`src/rtl/hisoc_tseq_pkg.sv`:
```
// Shared types and defaults for the hisoc multi-program test sequencer.
// Result codes are carried in a 32-bit field, so DATA_W is expected to be <= 32.
package hisoc_tseq_pkg;

    typedef enum logic [2:0] {
        ST_IDLE,
        ST_RESET,
        ST_LOAD,
        ST_RUN,
        ST_RECORD,
        ST_DONE
    } tseq_state_e;

    localparam logic [31:0] DEF_SIG_ADDR  = 32'h0000_1000;
    localparam logic [31:0] DEF_PASS_CODE = 32'h0000_0001;
    localparam int          RES_CODE_W    = 32;

    typedef struct packed {
        logic                  pass;
        logic                  timeout;
        logic [RES_CODE_W-1:0] code;
    } tseq_result_t;

    // Bits needed to hold the value v (at least 1).
    function automatic int bits_for(input int v);
        return (v < 2) ? 1 : $clog2(v + 1);
    endfunction

endpackage

```
`src/rtl/hisoc_tseq_cnt.sv`:
```
// Loadable down-counter with zero flag; shared by the reset hold and run timeout.
module hisoc_tseq_cnt #(
    parameter int W = 8
) (
    input  logic         clk,
    input  logic         rst_n,
    input  logic         load,
    input  logic [W-1:0] load_val,
    input  logic         dec,
    output logic         zero
);

    logic [W-1:0] count;

    always_ff @(posedge clk or negedge rst_n) begin
        if (!rst_n) begin
            count <= '0;
        end else if (load) begin
            count <= load_val;
        end else if (dec && (count != '0)) begin
            count <= count - W'(1);
        end
    end

    assign zero = (count == '0);

endmodule

```
`src/rtl/hisoc_test_seq.sv`:
```
// Multi-program test sequencer: resets, loads, runs and scores each program image in turn.
// Build option HISOC_TSEQ_STOP_ON_FAIL_EN: stop the campaign at the first failing test.
//
// state  | meaning
// IDLE   | after reset, core held in reset, waiting for start
// RESET  | core held in reset for RST_CYCLES
// LOAD   | load_req high, waiting for load_ack
// RUN    | core running, watching for the signature store or timeout
// RECORD | one-cycle result pulse, tallies updated
// DONE   | campaign finished, waiting for start
module hisoc_test_seq
    import hisoc_tseq_pkg::*;
#(
    parameter int                NUM_TESTS      = 37,
    parameter int                IDX_W          = 6,
    parameter int                RST_CYCLES     = 4,
    parameter int                TIMEOUT_CYCLES = 500,
    parameter int                ADDR_W         = 32,
    parameter int                DATA_W         = 32,
    parameter logic [ADDR_W-1:0] SIG_ADDR       = ADDR_W'(DEF_SIG_ADDR),
    parameter logic [DATA_W-1:0] PASS_CODE      = DATA_W'(DEF_PASS_CODE)
) (
    input  logic              clk,
    input  logic              rst_n,
    input  logic              start,
    output logic              core_rst_n,
    output logic              core_enable,
    output logic              load_req,
    input  logic              load_ack,
    output logic [IDX_W-1:0]  test_idx,
    input  logic              sig_we,
    input  logic [ADDR_W-1:0] sig_addr,
    input  logic [DATA_W-1:0] sig_wdata,
    output logic              result_valid,
    output logic              result_pass,
    output logic              result_timeout,
    output logic [DATA_W-1:0] result_code,
    output logic [IDX_W:0]    pass_cnt,
    output logic [IDX_W:0]    fail_cnt,
    output logic              busy,
    output logic              done
`ifdef HISOC_TSEQ_STOP_ON_FAIL_EN
    ,
    output logic              stopped_on_fail
`endif
);

    localparam int CNT_MAX = (RST_CYCLES > TIMEOUT_CYCLES) ? RST_CYCLES : TIMEOUT_CYCLES;
    localparam int CNT_W   = bits_for(CNT_MAX - 1);

    localparam logic [CNT_W-1:0] RST_LOAD  = CNT_W'(RST_CYCLES - 1);
    localparam logic [CNT_W-1:0] RUN_LOAD  = CNT_W'(TIMEOUT_CYCLES - 1);
    localparam logic [IDX_W-1:0] LAST_IDX  = IDX_W'(NUM_TESTS - 1);
    localparam logic [IDX_W:0]   TALLY_ONE = (IDX_W + 1)'(1);

    tseq_state_e      state_q, state_d;
    logic [IDX_W-1:0] idx_q, idx_d;
    tseq_result_t     res_q, res_d;
    logic [IDX_W:0]   pass_q, fail_q;
    logic             clr_cnts;
    logic             cnt_load, cnt_dec, cnt_zero;
    logic [CNT_W-1:0] cnt_val;
    logic             hit;

`ifdef HISOC_TSEQ_STOP_ON_FAIL_EN
    logic stop_q, stop_d;
`endif

    assign hit     = sig_we && (sig_addr == SIG_ADDR);
    assign cnt_dec = (state_q == ST_RESET) || (state_q == ST_RUN);

    hisoc_tseq_cnt #(
        .W(CNT_W)
    ) u_cnt (
        .clk     (clk),
        .rst_n   (rst_n),
        .load    (cnt_load),
        .load_val(cnt_val),
        .dec     (cnt_dec),
        .zero    (cnt_zero)
    );

    always_comb begin
        state_d  = state_q;
        idx_d    = idx_q;
        res_d    = res_q;
        clr_cnts = 1'b0;
        cnt_load = 1'b0;
        cnt_val  = '0;
`ifdef HISOC_TSEQ_STOP_ON_FAIL_EN
        stop_d   = stop_q;
`endif
        unique case (state_q)
            ST_IDLE, ST_DONE: begin
                if (start) begin
                    state_d  = ST_RESET;
                    idx_d    = '0;
                    clr_cnts = 1'b1;
                    cnt_load = 1'b1;
                    cnt_val  = RST_LOAD;
`ifdef HISOC_TSEQ_STOP_ON_FAIL_EN
                    stop_d   = 1'b0;
`endif
                end
            end
            ST_RESET: begin
                if (cnt_zero) state_d = ST_LOAD;
            end
            ST_LOAD: begin
                if (load_ack) begin
                    state_d  = ST_RUN;
                    cnt_load = 1'b1;
                    cnt_val  = RUN_LOAD;
                end
            end
            ST_RUN: begin
                // A hit on the final timeout cycle still counts as a hit.
                if (hit) begin
                    res_d.pass    = (sig_wdata == PASS_CODE);
                    res_d.timeout = 1'b0;
                    res_d.code    = RES_CODE_W'(sig_wdata);
                    state_d       = ST_RECORD;
                end else if (cnt_zero) begin
                    res_d.pass    = 1'b0;
                    res_d.timeout = 1'b1;
                    res_d.code    = '0;
                    state_d       = ST_RECORD;
                end
            end
            ST_RECORD: begin
                if (idx_q == LAST_IDX) begin
                    state_d = ST_DONE;
`ifdef HISOC_TSEQ_STOP_ON_FAIL_EN
                end else if (!res_q.pass) begin
                    state_d = ST_DONE;
                    stop_d  = 1'b1;
`endif
                end else begin
                    state_d  = ST_RESET;
                    idx_d    = idx_q + IDX_W'(1);
                    cnt_load = 1'b1;
                    cnt_val  = RST_LOAD;
                end
            end
            default: state_d = ST_IDLE;
        endcase
    end

    always_ff @(posedge clk or negedge rst_n) begin
        if (!rst_n) begin
            state_q <= ST_IDLE;
            idx_q   <= '0;
            res_q   <= '0;
            pass_q  <= '0;
            fail_q  <= '0;
        end else begin
            state_q <= state_d;
            idx_q   <= idx_d;
            res_q   <= res_d;
            if (clr_cnts) begin
                pass_q <= '0;
                fail_q <= '0;
            end else if (state_q == ST_RECORD) begin
                if (res_q.pass) begin
                    if (pass_q != '1) pass_q <= pass_q + TALLY_ONE;
                end else begin
                    if (fail_q != '1) fail_q <= fail_q + TALLY_ONE;
                end
            end
        end
    end

`ifdef HISOC_TSEQ_STOP_ON_FAIL_EN
    always_ff @(posedge clk or negedge rst_n) begin
        if (!rst_n) stop_q <= 1'b0;
        else        stop_q <= stop_d;
    end

    assign stopped_on_fail = (state_q == ST_DONE) && stop_q;
`endif

    assign core_rst_n     = (state_q == ST_RUN);
    assign core_enable    = (state_q == ST_RUN);
    assign load_req       = (state_q == ST_LOAD);
    assign result_valid   = (state_q == ST_RECORD);
    assign busy           = (state_q == ST_RESET) || (state_q == ST_LOAD) ||
                            (state_q == ST_RUN)   || (state_q == ST_RECORD);
    assign done           = (state_q == ST_DONE);
    assign test_idx       = idx_q;
    assign result_pass    = res_q.pass;
    assign result_timeout = res_q.timeout;
    assign result_code    = DATA_W'(res_q.code);
    assign pass_cnt       = pass_q;
    assign fail_cnt       = fail_q;

endmodule

```
`config.mk`:
```
export PLATFORM = sky130hd
export DESIGN_NAME = hisoc_test_seq
export DESIGN_NICKNAME = d
export VERILOG_FILES = /design/src/rtl/hisoc_tseq_pkg.sv /design/src/rtl/hisoc_tseq_cnt.sv /design/src/rtl/hisoc_test_seq.sv
export SDC_FILE = /design/constraint.sdc
export NUM_CORES = 1
export LEC_CHECK = 0
export BUFFER_PORTS_ARGS = -buffer_cell sky130_fd_sc_hd__buf_4
export CAP_MARGIN = 20
export CORE_ASPECT_RATIO = 0.5
export CORE_MARGIN = 2
export CORE_UTILIZATION = 49
export DETAILED_ROUTE_END_ITERATION = 7
export PLACE_DENSITY_LB_ADDON = 0.08
export SLEW_MARGIN = 20
export SYNTH_ARGS = -nofsm -noshare
export SYNTH_HDL_FRONTEND = slang
export SYNTH_HIERARCHICAL = 1
export SYNTH_SLANG_ARGS = --single-unit
export TNS_END_PERCENT = 30
```
`constraint.sdc`:
```
create_clock -name clk -period 2.49 [get_ports clk]
set_input_delay 0.6225 -clock clk [delete_from_list [all_inputs] [get_ports clk]]
set_output_delay 0.6225 -clock clk [all_outputs]
set_load 0.1 [all_outputs]
```
==> results by group <==
Timing
  – Fin crit share: 90.5%
  – Max-slew headroom: 45.4%
  – Fmax: 0.444 GHz
  – Tmin final: 2250 ps
  – Hold Fails Final Rpt: 0
  – Max Slew Vio Count: 0
  – Worst Tran Pin Value: 819 ps
  – RSZ-0062 raised after global routing: false
  – Worst Skew: 9.42 ps
  – Final setup viols: 0

Final layout
  – # nets final: 590
  – Area delta synth->final: 41.7%
  – Non-filler cells, final: 611
  – Filler Cell Count: 550
  – # diodes: 0
  – Fraction of layout cells with a size suffix above 1: 32.8%

Setup path
  – Worst EP arrival: 1630 ps
  – R2R setup slack: 270 ps
  – Crit path required time: 1870 ps
  – CP endpoint kind: output pin
  – CP max FO: 5
  – Critical path startpoint category: flop
  – Critical path type: reg2out

Clock network
  – Post-CTS Setup Inserts: 0
  – CTS Buffer Depth: 2
  – CTS Root Cell: clkbuf_16
  – H-tree depth: 3
  – Clock-pin transition on the worst setup and hold timing paths: 50 ps
  – CTS tree: yes
  – CTS resizes: 0
  – CTS buffer count: 9
  – Hold-fix buffers, CTS: 0
  – Clock Latency Late Sink: 330 ps
  – Clock tree sinks: 66

Drt
  – DRC Markers: 0
  – Drt pass-1 iters: 4
  – Final ANT Viol Nets: 0
  – DR iter-0 viols: 248
  – Routed vias/inst: 5.29
  – Via count: 3232
  – Avg WL per Cell: 14.3 um
  – Routed wire length: 8750 um

Global routing
  – Vias in the first global route: 3095
  – Pin count of the biggest net entering global routing: 69
  – Antenna violations before repair: 0
  – Global Route Usage Sum: 24.1%
  – GRT overflow: 0
  – Global-route wire length before repair: 14600 um

Synth
  – Synth Area per Inst: 8.91 um2
  – Asr flop ratio synth: 100%
  – Sequential fraction of the synthesis area: 48.2%
  – Leading post-synthesis cells by cell area: dfrtp_1 (48%), nand2_1 (9.6%), o21ai_0 (4.4%)
  – Yosys top cell area share: 48.2%
  – Synth warnings: 6
  – Mapped Cells: 384
  – Top FF cell, synth: dfrtp_1
  – Synth Register Bits: 66
  – Distinct cells, synth: 54
  – Synth Cell Area: 3420 um2
  – Post-synth top cells: nand2_1 (88), dfrtp_1 (66), nor2_1 (36)
  – Count leader, synth: nand2_1
  – Top cell type by total area after synthesis: dfrtp_1
  – Number of enable flip-flop cells after synthesis: 0

Place
  – GP Congestion: 0.838
  – Port Buffers: 128
  – Placed cell count: 597
  – Final HPWL DP: 6150 um

Floorplanning
  – Ports: 129
  – Die X: 122 um
  – Core Footprint: 6730 um2
  – Initial core utilization: 50.9%
  – Full die area: 7710 um2
  – Die height: 63.1 um
  – Num rows: 21

Flow run
  – Max Cap Viol: 0

Status
  – Status: complete, no violations

Worst hold path
  – Worst min path class: in2async
[state kept, by name, summed over array words and instances (netlist names)]
signal / count
result_pass: 1
state_q: 3
pass_cnt: 7
result_timeout: 1
test_idx: 6
result_code: 32
u_cnt/count: 9
fail_cnt: 7
[cell type report]
cell class,count,area (um2),area share [%]
clock buffer,12,267,5.49
multi-input combinational,280,1620,33.3
sequential,66,1650,34.0
inverter,17,63.8,1.32
timing repair buffer,142,1080,22.2
tap,92,115,2.37
clock inverter,2,60.1,1.24
[per-layer routing]
metal	vias up	track usage [%]	share of wire (%)
met5	-	0	0
li1	1596	-	-
met3	14	8.61	6.7
met2	94	36.7	47
met4	0	7.90	1.4
met1	1528	32.2	45
[through the flow]
step	hold WS [ps]	utilization, %	setup WS [ps]	TNS, ps	instance area (um2)
2_1_floorplan	327	-	-164	-649	3440
3_3_place_gp	475	67.3	291	0	4530
3_5_place_dp	495	67.3	245	0	4530
4_1_cts	423	72.1	229	0	4850
5_1_grt	447	72.1	60.6	0	4850
6_report	383	72.1	237	0	4850
[cell families (layout without fill, tap and decap cells)]
| logic type | count (synthesis) | after routing | share of synthesized area, % |
|---|---|---|---|
| other cells | 1 | 2 | 0.110 |
| compound gates | 67 | 67 | 13.0 |
| xor+xnor | 15 | 15 | 3.84 |
| buf+inv | 39 | 173 | 5.12 |
| flops | 66 | 66 | 48.2 |
| simple gates | 186 | 186 | 26.4 |
| mux | 5 | 5 | 1.50 |
| fa+ha+maj | 5 | 5 | 1.83 |
[layout by cell type (no fill, tap or decap), drive strengths merged, types with 6 or more instances in the layout]
cell / instances
nor4: 15
inv: 17
nand2: 88
nand4: 10
buf: 142
xor2: 11
nor4b: 6
nand3: 7
dfrtp: 66
nor2: 38
clkbuf: 12
o21ai: 37
[final timing paths]
kind	start	endpoint	cells past startpoint
worst max-delay path	state_q[0]$_DFFE_PN0P_	result_valid	4
worst min-delay path	rst_n	fail_cnt[3]$_DFFE_PN0P_	1
worst max register to register	u_cnt/count[1]$_DFFE_PN0P_	state_q[0]$_DFFE_PN0P_	9
worst min register to register	result_timeout$_DFFE_PN0P_	result_timeout$_DFFE_PN0P_	2
max in group asynchronous	rst_n	result_code[2]$_DFFE_PN0P_	1
min in group clk	result_timeout$_DFFE_PN0P_	result_timeout$_DFFE_PN0P_	2
[worst max-delay path, cell delays in order, from the launching register on]
cell     delay, ps
dfrtp_1        390
or3b_4         420
inv_2           70
buf_4          130
buf_4          290
Power is left out: the tool's default activity adds up to more than one toggle a clock period on the data nets, which glitch-free logic cannot reach.
